[src/rtl/comp_pkg.sv]
// Shared types and elaboration helpers for the bit-serial magnitude comparator.
package comp_pkg;

  typedef enum logic [1:0] {
    IDLE = 2'd0,
    RUN  = 2'd1,
    DONE = 2'd2
  } state_t;

  function automatic bit width_ok(input int width);
    return width >= 2;
  endfunction

  function automatic int cycles_width(input int width);
    return $clog2(width + 1);
  endfunction

endpackage

[src/rtl/comp_bit_cell.sv]
// One-bit magnitude comparator cell; once g_in or l_in is set the verdict is locked.
module comp_bit_cell (
  input  logic x_b,
  input  logic y_b,
  input  logic g_in,
  input  logic l_in,
  output logic g_out,
  output logic l_out
);

  assign g_out = g_in | (~l_in & x_b & ~y_b);
  assign l_out = l_in | (~g_in & ~x_b & y_b);

endmodule

[src/rtl/serial_mag_comp_ctrl.sv]
// Bit-serial MSB-first magnitude comparator with start/done handshake and
// optional early exit on the first differing bit pair.
module serial_mag_comp_ctrl
  import comp_pkg::*;
#(
  parameter int WIDTH      = 4,
  parameter bit EARLY_EXIT = 1'b1
) (
  input  logic                           clk,
  input  logic                           rst,
  input  logic                           start,
  input  logic [WIDTH-1:0]               X,
  input  logic [WIDTH-1:0]               Y,
  output logic                           busy,
  output logic                           done,
  output logic                           G,
  output logic                           L,
  output logic                           EQ,
  output logic [cycles_width(WIDTH)-1:0] cycles
);

  localparam int CW = cycles_width(WIDTH);
  localparam int IW = $clog2(WIDTH);

  if (!width_ok(WIDTH)) begin : g_bad_width
    $error("serial_mag_comp_ctrl: WIDTH must be at least 2");
  end

  state_t           state;
  logic [WIDTH-1:0] x_sr;
  logic [WIDTH-1:0] y_sr;
  logic [IW-1:0]    idx;
  logic             g_acc;
  logic             l_acc;
  logic             g_nxt;
  logic             l_nxt;

  // The MSB of each shift register is the bit pair under examination; the
  // running verdict lives in g_acc/l_acc so G/L stay low until DONE.
  comp_bit_cell u_cell (
    .x_b   (x_sr[WIDTH-1]),
    .y_b   (y_sr[WIDTH-1]),
    .g_in  (g_acc),
    .l_in  (l_acc),
    .g_out (g_nxt),
    .l_out (l_nxt)
  );

  always_ff @(posedge clk) begin
    if (rst) begin
      state  <= IDLE;
      x_sr   <= '0;
      y_sr   <= '0;
      idx    <= '0;
      g_acc  <= 1'b0;
      l_acc  <= 1'b0;
      busy   <= 1'b0;
      done   <= 1'b0;
      G      <= 1'b0;
      L      <= 1'b0;
      EQ     <= 1'b0;
      cycles <= '0;
    end else begin
      case (state)
        IDLE: begin
          done <= 1'b0;
          if (start) begin
            x_sr   <= X;
            y_sr   <= Y;
            idx    <= IW'(WIDTH - 1);
            g_acc  <= 1'b0;
            l_acc  <= 1'b0;
            G      <= 1'b0;
            L      <= 1'b0;
            EQ     <= 1'b0;
            cycles <= '0;
            busy   <= 1'b1;
            state  <= RUN;
          end
        end

        RUN: begin
          cycles <= cycles + CW'(1);
          g_acc  <= g_nxt;
          l_acc  <= l_nxt;
          x_sr   <= {x_sr[WIDTH-2:0], 1'b0};
          y_sr   <= {y_sr[WIDTH-2:0], 1'b0};
          if (((g_nxt | l_nxt) && EARLY_EXIT) || (idx == '0)) begin
            state <= DONE;
            done  <= 1'b1;
            G     <= g_nxt;
            L     <= l_nxt;
            EQ    <= ~(g_nxt | l_nxt);
          end else begin
            idx <= idx - IW'(1);
          end
        end

        DONE: begin
          done  <= 1'b0;
          busy  <= 1'b0;
          state <= IDLE;
        end

        default: begin
          done  <= 1'b0;
          busy  <= 1'b0;
          state <= IDLE;
        end
      endcase
    end
  end

endmodule
[config.mk]
export PLATFORM = sky130hd
export DESIGN_NAME = serial_mag_comp_ctrl
export DESIGN_NICKNAME = d
export VERILOG_FILES = /design/src/rtl/comp_pkg.sv /design/src/rtl/comp_bit_cell.sv /design/src/rtl/serial_mag_comp_ctrl.sv
export SDC_FILE = /design/constraint.sdc
export NUM_CORES = 1
export LEC_CHECK = 0
export ABC_AREA = 0
export BUFFER_PORTS_ARGS = -buffer_cell sky130_fd_sc_hd__clkbuf_2
export CAP_MARGIN = 20
export CORE_UTILIZATION = 45
export CTS_CLUSTER_DIAMETER = 100
export DETAILED_ROUTE_END_ITERATION = 12
export PLACE_DENSITY_LB_ADDON = 0.08
export SYNTH_ARGS = -nofsm -noshare
export SYNTH_HDL_FRONTEND = slang
export SYNTH_HIERARCHICAL = 1
export SYNTH_SLANG_ARGS = --single-unit
[constraint.sdc]
create_clock -name clk -period 2 [get_ports clk]
set_input_delay 0.3 -clock clk [delete_from_list [all_inputs] [get_ports clk]]
set_output_delay 0.3 -clock clk [all_outputs]
set_load 0.005 [all_outputs]
==> run summary, run 1 <==
WORST SETUP PATH
--------------------------------------------------------------------------------------------------------
Cell with the most instances on the worst path                                              sky130_fd_sc_hd__nor2_1
Delay of the slowest cell on the worst path                                                      0.44 ns
Arrival @ worst endpoint                                                                         1.68 ns
Biggest fanout along the worst timing path                                                             4
Worst path required time                                                                         2.19 ns
List of cells traversed by the critical path                                                nor2_1, a21o_1, or3_1, nor2_1, o32ai_1
Setup Crit Path Kind                                                                          reg -> reg
Type of origin of the critical path                                                            flip-flop
Crit path max-delay cell type                                                               sky130_fd_sc_hd__or3_1
CP endpoint kind                                                                               flip-flop

GRT
--------------------------------------------------------------------------------------------------------
All-layer global routing usage                                                                     19.0%
M1 GR Usage                                                                                        24.2%
Wire length of the first global-routing pass                                                     3.44 mm
Pin count of the biggest net entering global routing                                                  25
Global-route layer with the greatest usage                                                          met2
Number of antenna violations at the first check in global routing                                      0
Fraction of met2 tracks used by global routing                                                     30.3%
Vias in the first global route                                                                       785
Met3 capacity usage during global routing                                                          4.09%
Global route total overflow                                                                            0

FLOORPLAN
--------------------------------------------------------------------------------------------------------
Die ar.                                                                                       2370 sq um
Starting density of the core                                                                       49.0%
I/O pins                                                                                              19
Area of the placeable core                                                                    2000 sq um
Die extent in x                                                                                  48.7 um
Height of the chip                                                                               48.7 um
FP Rows                                                                                               16

DETAILED ROUTING
--------------------------------------------------------------------------------------------------------
Wirelength per Cell                                                                              12.5 um
DR iter-0 viols                                                                                        7
Length of the first detailed-routing pass in iterations                                                2
Post-detailed-route via-to-cell ratio                                                               5.15
Count of vias placed by the detailed router                                                          783
Residual antenna-violating net count after detailed routing                                            0
DRC violation count after routing                                                                      0
Total detailed-routing wirelength                                                                1.90 mm

POWER AND IR DROP
--------------------------------------------------------------------------------------------------------
Leakage                                                                                         0.472 nW
Power density over cell area                                                                 832 nW/um^2
Max IR drop VDD                                                                               0.000502 V

YOSYS
--------------------------------------------------------------------------------------------------------
Nets in the synthesized netlist                                                                      123
Share of synthesized area occupied by flip-flops and latches                                       44.9%
Count of unique library cells instantiated by Yosys                                                   33
Register bit count reported by yosys                                                                  22
Post-synthesis cell count                                                                            110
Count of warnings emitted by yosys                                                                     6
Share of the synthesized area in the top cell type                                                 44.9%
Top cell types by occurrence after synthesis                                                sky130_fd_sc_hd__dfxtp_1, sky130_fd_sc_hd__nor2_1, sky130_fd_sc_hd__nand2_1, sky130_fd_sc_hd__a21oi_1, sky130_fd_sc_hd__a211oi_1
Number of flops mapped to enable cells by yosys                                                        0
Commonest register cell after synthesis                                                     sky130_fd_sc_hd__dfxtp_1
Largest cells by area after synthesis                                                       sky130_fd_sc_hd__dfxtp_1, sky130_fd_sc_hd__a21oi_1, sky130_fd_sc_hd__nor2_1
Most common cell in the synthesized netlist                                                 sky130_fd_sc_hd__dfxtp_1
Cell accounting for the most synthesized area                                               sky130_fd_sc_hd__dfxtp_1
Share of async-settable or async-resettable flops after synthesis                                     0%
Summed instance area of the synthesized netlist                                                981 sq um
Mean Syn Cell Area                                                                            8.92 sq um

JOB
--------------------------------------------------------------------------------------------------------
Max Cap Viol                                                                                           0

STA
--------------------------------------------------------------------------------------------------------
Slew Viols, Final                                                                                      0
Final hold vios                                                                                        0
Clock skew                                                                                    0.00321 ns
Top achievable clock speed                                                                       669 MHz
Sum of negative setup slack                                                                         0 ns
Final min period                                                                                 1.49 ns
Setup repair after global routing missed its margin                                                   no
Final clock period utilization by the worst path                                                   74.7%
Final number of setup-violating endpoints                                                              0
Worst relative slew slack                                                                          68.1%
Slew of the pin with the lowest slew margin                                                     0.479 ns

CTS
--------------------------------------------------------------------------------------------------------
Total clock buffers created by CTS                                                                     3
TritonCTS clock tree                                                                                 yes
Post-CTS clock slew at the launch and capture registers of the worst setup and hold paths        0.12 ns
Skew-Pair Late Insertion Delay                                                                   0.31 ns
Number of levels the H-tree was split into                                                             1
Hold buffers post-CTS                                                                                  0
Clock Path Buffers                                                                                     2
Post-CTS setup-driven buffer insertion count                                                           0
Quantity of gates resized following cts                                                                0
Sinks on Clock Net                                                                                    22
CTS root buffer                                                                             sky130_fd_sc_hd__clkbuf_4

PLACED DESIGN
--------------------------------------------------------------------------------------------------------
Count of buffers inserted at the top-level ports                                                      18
Detailed placer's ending HPWL                                                                    1.31 mm
Routability-driven placement congestion ratio                                                      0.777
Placed Instance Area                                                                          1060 sq um

FINAL LAYOUT
--------------------------------------------------------------------------------------------------------
Final Instance Area                                                                           1080 sq um
Layout cell share with drive strength beyond 1                                                     22.4%
Total Nets Final                                                                                     140
Relative area change from synthesis to final layout                                                10.6%
Footprint of the multi-input gates                                                             483 sq um
# diodes                                                                                               0
Core Util, Final                                                                                   54.2%
Register cell area after layout                                                                440 sq um
Number of fillers in the final layout                                                                204

MIN PATH
--------------------------------------------------------------------------------------------------------
Type of the worst min-delay path                                                               in -> reg

RUN STATUS
--------------------------------------------------------------------------------------------------------
Result of the run                                                                           finished, final reports clean

## stage by stage
step | hold WS [ns] | worst slack [ns] | instances | total power, mW
final | 0.203 | 0.506 | 152 | 0.903
after global routing | 0.197 | 0.386 | 152 | 0.961
after CTS | 0.200 | 0.506 | 152 | 0.911
after detailed placement | 0.475 | 0.531 | 149 | 0.713
after global placement | 0.459 | 0.584 | 149 | 0.708
after floorplan | 0.418 | 0.651 | 110 | 0.670
## sequential cells by signal, summed over array words and instances (netlist names)
| signal | flops |
|---|---|
| y_sr | 4 |
| l_acc | 1 |
| L | 1 |
| done | 1 |
| G | 1 |
| busy | 1 |
| EQ | 1 |
| state | 2 |
| cycles | 3 |
| g_acc | 1 |
| x_sr | 4 |
| idx | 2 |
## per-layer routing
layer  vias up  wire (um)
li1        417          -
met1       350        980
met2        13        834
met3         3         52
met4         0         29
met5         -          0
## critical path: cells and delay by family (launching register included)
kind / cells / cell delay (ns)
AND/OR/NAND/NOR: 3 / 0.67
flip-flops: 1 / 0.37
AO/OA/AOI/OAI: 2 / 0.33
## where the power goes
group	internal (mW)	leakage, nW	total, mW	switching (mW)
clock	0.0704	0.0138	0.201	0.131
combinational	0.0866	0.278	0.196	0.110
sequential	0.478	0.181	0.505	0.0268
## cell usage in the layout, fill, tap and decap left out, types with 3 or more instances in the layout
| cell type | n |
|---|---|
| sky130_fd_sc_hd__nand2_1 | 13 |
| sky130_fd_sc_hd__a211oi_1 | 6 |
| sky130_fd_sc_hd__nor2_1 | 14 |
| sky130_fd_sc_hd__clkbuf_2 | 18 |
| sky130_fd_sc_hd__dfxtp_1 | 22 |
| sky130_fd_sc_hd__nor3_1 | 4 |
| sky130_fd_sc_hd__clkbuf_4 | 3 |
| sky130_fd_sc_hd__nor2b_1 | 3 |
| sky130_fd_sc_hd__a21oi_1 | 12 |
## logic make-up after synthesis
logic type | Yosys count | synth area share [%]
and+or+nand+nor | 43 | 22.6
DFF | 22 | 44.9
AOI/OAI and AO/OA | 34 | 24.1
adders and majority gates | 2 | 2.55
buffers and inverters | 9 | 5.87
## layout make-up
type                    instances  share of cell area, %
clock buffers                   3                   2.08
inverters                       2                  0.692
multi-input cells              79                   44.5
flip-flops and latches         22                   40.6
well taps                      27                   3.11
repair buffers                 19                   9.00
## path summary, 6_finish.rpt
kind,endpoint,from,depth (start not counted),slack (ns)
min,x_sr[1],X[1],3,0.20
max,idx[0],x_sr[3],5,0.51
max reg2reg,idx[0],x_sr[3],5,0.51
min reg2reg,G,G,2,0.49
Power figures use the tool's default switching activity.
==> inputs of run 2 (changes only) <==
==> constraint.sdc (replaced) <==
create_clock -name clk -period 1.5 [get_ports clk]
set_input_delay 0.225 -clock clk [delete_from_list [all_inputs] [get_ports clk]]
set_output_delay 0.225 -clock clk [all_outputs]
set_load 0.005 [all_outputs]
==> run 2 against run 1 <==
Clock power rose by 64%; maximum frequency rose by 6.5%; global-route usage down 1.2 points; critical path depth stayed put; non-clock buffer count up 4; critical path type unchanged; largest power group unchanged.
==> run summary, run 2 (same netlist as run 1, synthesis figures left out) <==
STA
--------------------------------------------------------------------------------------------------------
Setup slack after layout                                                                       0.0970 ns   was 0.506 ns
Slew of the pin with the lowest slew margin                                                     0.428 ns   was 0.479 ns
Final number of setup-violating endpoints                                                              0   unchanged
Sum of negative setup slack                                                                         0 ns   unchanged
Final min period                                                                                 1.40 ns   was 1.49 ns
Worst relative slew slack                                                                          71.5%   was 68.1%
Setup repair after global routing missed its margin                                                  yes   was no
Slew Viols, Final                                                                                      0   unchanged
Final clock period utilization by the worst path                                                   93.5%   was 74.7%
Top achievable clock speed                                                                       713 MHz   was 669 MHz
Clock skew                                                                                    0.00494 ns   was 0.00321 ns
Final hold vios                                                                                        0   unchanged

FINAL LAYOUT
--------------------------------------------------------------------------------------------------------
Highest-count cells in the layout ignoring fill and taps                                    sky130_fd_sc_hd__clkbuf_2, sky130_fd_sc_hd__dfxtp_1, sky130_fd_sc_hd__nand2_1, sky130_fd_sc_hd__nor2_1, sky130_fd_sc_hd__a21oi_1   was sky130_fd_sc_hd__dfxtp_1, sky130_fd_sc_hd__clkbuf_2, sky130_fd_sc_hd__nor2_1
Biggest registers after layout                                                              x_sr (4), y_sr (4), cycles (3)   unchanged
# diodes                                                                                               0   unchanged
Relative area change from synthesis to final layout                                                16.7%   was 10.6%
Final Instance Area                                                                           1140 sq um   was 1080 sq um
Leading cell type in the layout, fill and taps excluded                                     sky130_fd_sc_hd__clkbuf_2   was sky130_fd_sc_hd__dfxtp_1
Number of fillers in the final layout                                                                207   was 204
Layout cell share with drive strength beyond 1                                                     31.5%   was 22.4%
Core Util, Final                                                                                   57.2%   was 54.2%
Total Nets Final                                                                                     144   was 140

CTS
--------------------------------------------------------------------------------------------------------
Sinks on Clock Net                                                                                    22   unchanged
TritonCTS clock tree                                                                                 yes   unchanged
Skew-Pair Late Insertion Delay                                                                   0.31 ns   about the same
Post-CTS clock slew at the launch and capture registers of the worst setup and hold paths        0.12 ns   about the same
Total clock buffers created by CTS                                                                     3   unchanged
CTS root buffer                                                                             sky130_fd_sc_hd__clkbuf_4   unchanged
Clock Path Buffers                                                                                     2   unchanged
Number of levels the H-tree was split into                                                             1   unchanged
Post-CTS setup-driven buffer insertion count                                                           0   unchanged

GRT
--------------------------------------------------------------------------------------------------------
All-layer global routing usage                                                                     17.8%   was 19.0%
Wire length of the first global-routing pass                                                     3.28 mm   was 3.44 mm
Vias in the first global route                                                                       790   was 785
M1 GR Usage                                                                                        22.7%   was 24.2%
Global-route layer with the greatest usage                                                          met2   unchanged
Pin count of the biggest net entering global routing                                                  14   was 25
Met3 capacity usage during global routing                                                          3.77%   was 4.09%
Global route total overflow                                                                            0   unchanged
Number of antenna violations at the first check in global routing                                      0   unchanged
Fraction of met2 tracks used by global routing                                                     29.2%   was 30.3%

DETAILED ROUTING
--------------------------------------------------------------------------------------------------------
DR iter-0 viols                                                                                       14   was 7
Wirelength per Cell                                                                              11.9 um   was 12.5 um
Total detailed-routing wirelength                                                                1.87 mm   was 1.90 mm
Residual antenna-violating net count after detailed routing                                            0   unchanged
Post-detailed-route via-to-cell ratio                                                               5.34   was 5.15
DRC violation count after routing                                                                      0   unchanged
Count of vias placed by the detailed router                                                          839   was 783
Length of the first detailed-routing pass in iterations                                                4   was 2

POWER AND IR DROP
--------------------------------------------------------------------------------------------------------
Max IR drop VDD                                                                               0.000525 V   was 0.000502 V
Leakage                                                                                         0.502 nW   was 0.472 nW
Power density over cell area                                                                1130 nW/um^2   was 832 nW/um^2

MIN PATH
--------------------------------------------------------------------------------------------------------
Min-delay src                                                                                       Y[3]   was X[1]
Type of the worst min-delay path                                                               in -> reg   unchanged

JOB
--------------------------------------------------------------------------------------------------------
Max Cap Viol                                                                                           0   unchanged

RUN STATUS
--------------------------------------------------------------------------------------------------------
Result of the run                                                                           finished, final reports clean   unchanged

WORST SETUP PATH
--------------------------------------------------------------------------------------------------------
List of cells traversed by the critical path                                                nor2_1, a21o_1, nor4b_4, o21bai_2, a221oi_2   was nor2_1, a21o_1, or3_1, nor2_1, o32ai_1
Reg-to-reg startpoint                                                                              l_acc   was x_sr[3]
Setup Crit Path Kind                                                                          reg -> reg   unchanged
Delay of the slowest cell on the worst path                                                      0.37 ns   was 0.44 ns
Worst path required time                                                                         1.73 ns   was 2.19 ns
Biggest fanout along the worst timing path                                                             5   was 4
Arrival @ worst endpoint                                                                         1.63 ns   was 1.68 ns
Worst setup startpoint                                                                             l_acc   was x_sr[3]
Type of origin of the critical path                                                            flip-flop   unchanged
Crit path max-delay cell type                                                               sky130_fd_sc_hd__nor4b_4   was sky130_fd_sc_hd__or3_1
CP endpoint kind                                                                               flip-flop   unchanged

PLACED DESIGN
--------------------------------------------------------------------------------------------------------
Placed Instance Area                                                                          1090 sq um   was 1060 sq um
Count of buffers inserted at the top-level ports                                                      18   unchanged
Routability-driven placement congestion ratio                                                      0.736   was 0.777
Detailed placer's ending HPWL                                                                    1.37 mm   was 1.31 mm
Post-placement setup slack                                                                     0.0311 ns   was 0.531 ns

FLOORPLAN
--------------------------------------------------------------------------------------------------------
Area of the placeable core                                                                    2000 sq um   unchanged
FP Rows                                                                                               16   unchanged
Starting density of the core                                                                       49.0%   unchanged
Die extent in x                                                                                  48.7 um   unchanged
Die ar.                                                                                       2370 sq um   unchanged
I/O pins                                                                                              19   unchanged
Height of the chip                                                                               48.7 um   unchanged

-- run 2: cell types whose count changed in the layout (fill, tap and decap cells not counted) --
cell                       previous run  this run
sky130_fd_sc_hd__dfxtp_1             22        17
sky130_fd_sc_hd__ha_1                 2         1
sky130_fd_sc_hd__nor2_2               0         1
sky130_fd_sc_hd__nor2_1              14        13
sky130_fd_sc_hd__ha_2                 0         1
sky130_fd_sc_hd__or3_4                0         1
sky130_fd_sc_hd__dfxtp_2              0         5
sky130_fd_sc_hd__clkbuf_8             0         1
sky130_fd_sc_hd__or3_1                2         1
sky130_fd_sc_hd__buf_4                1         5
-- run 2: metrics by stage --
step	std cells	total power [mW]	hold WS (ns)
2_1_floorplan	110	0.893	0.343
3_3_place_gp	153	0.956	0.456
3_5_place_dp	153	0.961	0.464
4_1_cts	157	1.29	0.123
5_1_grt	157	1.37	0.119
6_report	157	1.29	0.118
-- run 2: timing repair --
action                     CTS  global route
setup endpoints to repair    0             6
hold endpoints to repair     0             0
hold buffers                 0             0
resized for setup            0             8
-- run 2: worst paths after layout --
path              slack [ns]  cells after the start  endpoint
hold reg to reg         0.48                      2     g_acc
setup / recovery         0.1                      5    idx[1]
setup reg to reg         0.1                      5    idx[1]
hold / removal          0.12                      3   y_sr[3]
-- run 2: layer usage --
| layer | part of all wire [%] | wire length [um] |
|---|---|---|
| met1 | 50 | 937 |
| met2 | 46 | 849 |
| met3 | 2.8 | 53 |
| met4 | 1.3 | 24 |
| met5 | 0 | 0 |
-- run 2: worst max-delay path, delay by kind of cell (launching register included) --
kind / cells / cell delay, ns
simple gates: 2 / 0.42
flops: 1 / 0.36
compound gates: 3 / 0.55
-- run 2: cell type report --
type / count / area (sq um) / share of cell area, %
Multi-Input combinational cell: 79 / 493 / 43.1
Sequential cell: 22 / 447 / 39.0
Timing Repair Buffer: 23 / 128 / 11.1
Clock buffer: 4 / 36.3 / 3.17
Tap cell: 27 / 33.8 / 2.95
Inverter: 2 / 7.51 / 0.656
-- run 2: power by group --
part           switching (mW)  leakage [nW]  internal (mW)
registers              0.0324         0.183          0.640
clock network           0.181        0.0210          0.148
logic                   0.154         0.298          0.135
==> inputs of run 3 (changes only) <==
--- a/config.mk
+++ b/config.mk
@@ -7,7 +7,7 @@
 export LEC_CHECK = 0
 export ABC_AREA = 0
 export BUFFER_PORTS_ARGS = -buffer_cell sky130_fd_sc_hd__clkbuf_2
-export CAP_MARGIN = 20
+export CORE_ASPECT_RATIO = 0.8
 export CORE_UTILIZATION = 45
 export CTS_CLUSTER_DIAMETER = 100
 export DETAILED_ROUTE_END_ITERATION = 12
==> run 3 against run 2 <==
Design area is 0.55% higher; critical path depth did not move; power increased by 9.4%.
==> run summary, run 3 (same netlist as run 1, synthesis figures left out) <==
FLOORPLAN
--------------------------------------------------------------------------------------------------------
Area of the placeable core                                                                    1960 sq um   was 2000 sq um
Die extent in x                                                                                  54.2 um   was 48.7 um
Height of the chip                                                                               43.8 um   was 48.7 um
I/O pins                                                                                              19   unchanged
Starting density of the core                                                                       50.0%   was 49.0%
Die ar.                                                                                       2370 sq um   about the same
FP Rows                                                                                               14   was 16

STA
--------------------------------------------------------------------------------------------------------
Slew of the pin with the lowest slew margin                                                     0.456 ns   was 0.428 ns
Sum of negative setup slack                                                                         0 ns   unchanged
Final clock period utilization by the worst path                                                   95.5%   was 93.5%
Final hold vios                                                                                        0   unchanged
Final number of setup-violating endpoints                                                              0   unchanged
Final min period                                                                                 1.43 ns   was 1.40 ns
Setup repair after global routing missed its margin                                                   no   was yes
Slew Viols, Final                                                                                      0   unchanged
Top achievable clock speed                                                                       698 MHz   was 713 MHz
Clock skew                                                                                     0.0125 ns   was 0.00494 ns
Worst relative slew slack                                                                          69.6%   was 71.5%

GRT
--------------------------------------------------------------------------------------------------------
Wire length of the first global-routing pass                                                     3.28 mm   about the same
Number of antenna violations at the first check in global routing                                      0   unchanged
Vias in the first global route                                                                       756   was 790
Global route total overflow                                                                            0   unchanged
Pin count of the biggest net entering global routing                                                  15   was 14
All-layer global routing usage                                                                     19.7%   was 17.8%

POWER AND IR DROP
--------------------------------------------------------------------------------------------------------
Sequential Power Share                                                                             47.9%   was 52.1%
Max IR drop VDD                                                                               0.000854 V   was 0.000525 V
Net Sw Frac                                                                                        26.4%   was 28.4%
Internal                                                                                         1.04 mW   was 923 uW
Leakage                                                                                         0.506 nW   was 0.502 nW
Clock power frac                                                                                   32.2%   was 25.5%
Reported net switching power                                                                      373 uW   was 367 uW
Power density over cell area                                                                1230 nW/um^2   was 1130 nW/um^2
Combinational group share of total power                                                           19.9%   was 22.4%

WORST SETUP PATH
--------------------------------------------------------------------------------------------------------
Worst path required time                                                                         1.69 ns   was 1.73 ns
Setup Crit Path Kind                                                                          reg -> reg   unchanged
Biggest fanout along the worst timing path                                                             4   was 5
CP endpoint kind                                                                               flip-flop   unchanged
Type of origin of the critical path                                                            flip-flop   unchanged
Arrival @ worst endpoint                                                                         1.63 ns   about the same

DETAILED ROUTING
--------------------------------------------------------------------------------------------------------
Met3 layer wire length in the routed design                                                        67 um   was 53 um
Post-detailed-route via-to-cell ratio                                                               5.39   was 5.34
Met2 Routed Length                                                                                884 um   was 849 um
Residual antenna-violating net count after detailed routing                                            0   unchanged
Sum of routed wire segments on met1                                                               961 um   was 937 um
Total detailed-routing wirelength                                                                1.93 mm   was 1.87 mm
Wirelength per Cell                                                                              12.6 um   was 11.9 um
DR iter-0 viols                                                                                       10   was 14
Max layer used                                                                                      met4   unchanged
Length of the first detailed-routing pass in iterations                                                4   unchanged
DRC violation count after routing                                                                      0   unchanged
Count of vias placed by the detailed router                                                          824   was 839

FINAL LAYOUT
--------------------------------------------------------------------------------------------------------
Number of fillers in the final layout                                                                196   was 207
Total Nets Final                                                                                     143   was 144
Biggest registers after layout                                                              x_sr (4), y_sr (4), cycles (3)   unchanged
# diodes                                                                                               0   unchanged
Final cell count without fillers                                                                     153   was 157
Leading cell type in the layout, fill and taps excluded                                     sky130_fd_sc_hd__clkbuf_2   unchanged
Relative area change from synthesis to final layout                                                17.3%   was 16.7%
Layout cell share with drive strength beyond 1                                                     31.8%   was 31.5%
Highest-count cells in the layout ignoring fill and taps                                    sky130_fd_sc_hd__clkbuf_2, sky130_fd_sc_hd__dfxtp_1, sky130_fd_sc_hd__nand2_1, sky130_fd_sc_hd__nor2_1, sky130_fd_sc_hd__a21oi_1   unchanged

CTS
--------------------------------------------------------------------------------------------------------
Hold buffers post-CTS                                                                                  0   unchanged
Skew-Pair Late Insertion Delay                                                                   0.31 ns   about the same
Clock Path Buffers                                                                                     2   unchanged
Post-CTS setup-driven buffer insertion count                                                           0   unchanged
Post-CTS clock slew at the launch and capture registers of the worst setup and hold paths        0.13 ns   was 0.12 ns
Total clock buffers created by CTS                                                                     3   unchanged
CTS root buffer                                                                             sky130_fd_sc_hd__clkbuf_4   unchanged
TritonCTS clock tree                                                                                 yes   unchanged
Sinks on Clock Net                                                                                    22   unchanged
Number of levels the H-tree was split into                                                             1   unchanged
Quantity of gates resized following cts                                                                0   unchanged

JOB
--------------------------------------------------------------------------------------------------------
Max Cap Viol                                                                                           0   unchanged

RUN STATUS
--------------------------------------------------------------------------------------------------------
Result of the run                                                                           finished, final reports clean   unchanged

PLACED DESIGN
--------------------------------------------------------------------------------------------------------
Placed instance count                                                                                149   was 153
Detailed placer's ending HPWL                                                                    1.39 mm   was 1.37 mm
Routability-driven placement congestion ratio                                                      0.761   was 0.736
Count of buffers inserted at the top-level ports                                                      18   unchanged

MIN PATH
--------------------------------------------------------------------------------------------------------
Type of the worst min-delay path                                                               in -> reg   unchanged

==> run 3: cell count changes in the layout (fill, tap and decap cells not counted) <==
cell and change:
sky130_fd_sc_hd__o21bai_1 -1, sky130_fd_sc_hd__o21bai_2 +1, sky130_fd_sc_hd__clkbuf_8 -1, sky130_fd_sc_hd__or3_1 +1
sky130_fd_sc_hd__nand2b_2 +1, sky130_fd_sc_hd__nand2b_1 -1, sky130_fd_sc_hd__buf_4 -1, sky130_fd_sc_hd__or3_4 -1
sky130_fd_sc_hd__bufinv_16 +1
==> run 3: routing by layer <==
metal,vias to the layer above,track usage [%]
met1,382,25.5
met4,0,4.62
li1,428,-
met2,12,30.2
met5,-,0
met3,2,8.07
==> run 3: worst paths after layout <==
check,start,to,slack [ns],depth (start not counted)
setup / recovery,x_sr[3],idx[0],0.07,5
hold / removal,X[3],x_sr[3],0.11,3
setup reg to reg,x_sr[3],idx[0],0.07,5
hold reg to reg,l_acc,l_acc,0.48,2
==> run 3: layout make-up <==
| class | count | area (sq um) | area share, % |
|---|---|---|---|
| Sequential cell | 22 | 447 | 38.8 |
| Clock buffer | 3 | 22.5 | 1.96 |
| Multi-Input combinational cell | 79 | 494 | 42.9 |
| Tap cell | 24 | 30.0 | 2.61 |
| Inverter | 2 | 7.51 | 0.652 |
| Clock inverter | 1 | 30.0 | 2.61 |
| Timing Repair Buffer | 22 | 120 | 10.4 |
==> run 3: critical path, cell delays in order, from the launching register on <==
cell,delay (ns)
sky130_fd_sc_hd__dfxtp_2,0.36
sky130_fd_sc_hd__nor2_1,0.04
sky130_fd_sc_hd__a21o_1,0.23
sky130_fd_sc_hd__or3_1,0.44
sky130_fd_sc_hd__nor2_2,0.15
sky130_fd_sc_hd__o32ai_1,0.09
==> run 3: power groups by stage <==
stage	combinational (mW)	sequential (mW)	clock, mW
after floorplan	0.215	0.677	0
after global placement	0.268	0.683	0
after detailed placement	0.272	0.684	0
after CTS	0.274	0.672	0.472
after global routing	0.316	0.683	0.494
final	0.281	0.676	0.454
==> run 3: through the flow <==
| stage | setup slack (ns) | util, % | hold slack [ns] | cell area [sq um] | power (mW) |
|---|---|---|---|---|---|
| floorplan | 0.151 | - | 0.343 | 981 | 0.893 |
| global placement | 0.0508 | 55.1 | 0.454 | 1080 | 0.951 |
| detailed placement | 0.0315 | 55.1 | 0.459 | 1080 | 0.956 |
| CTS | 0.00161 | 57.8 | 0.104 | 1130 | 1.42 |
| global route | 0.0191 | 58.7 | 0.0908 | 1150 | 1.49 |
| finish | 0.0668 | 58.7 | 0.109 | 1150 | 1.41 |
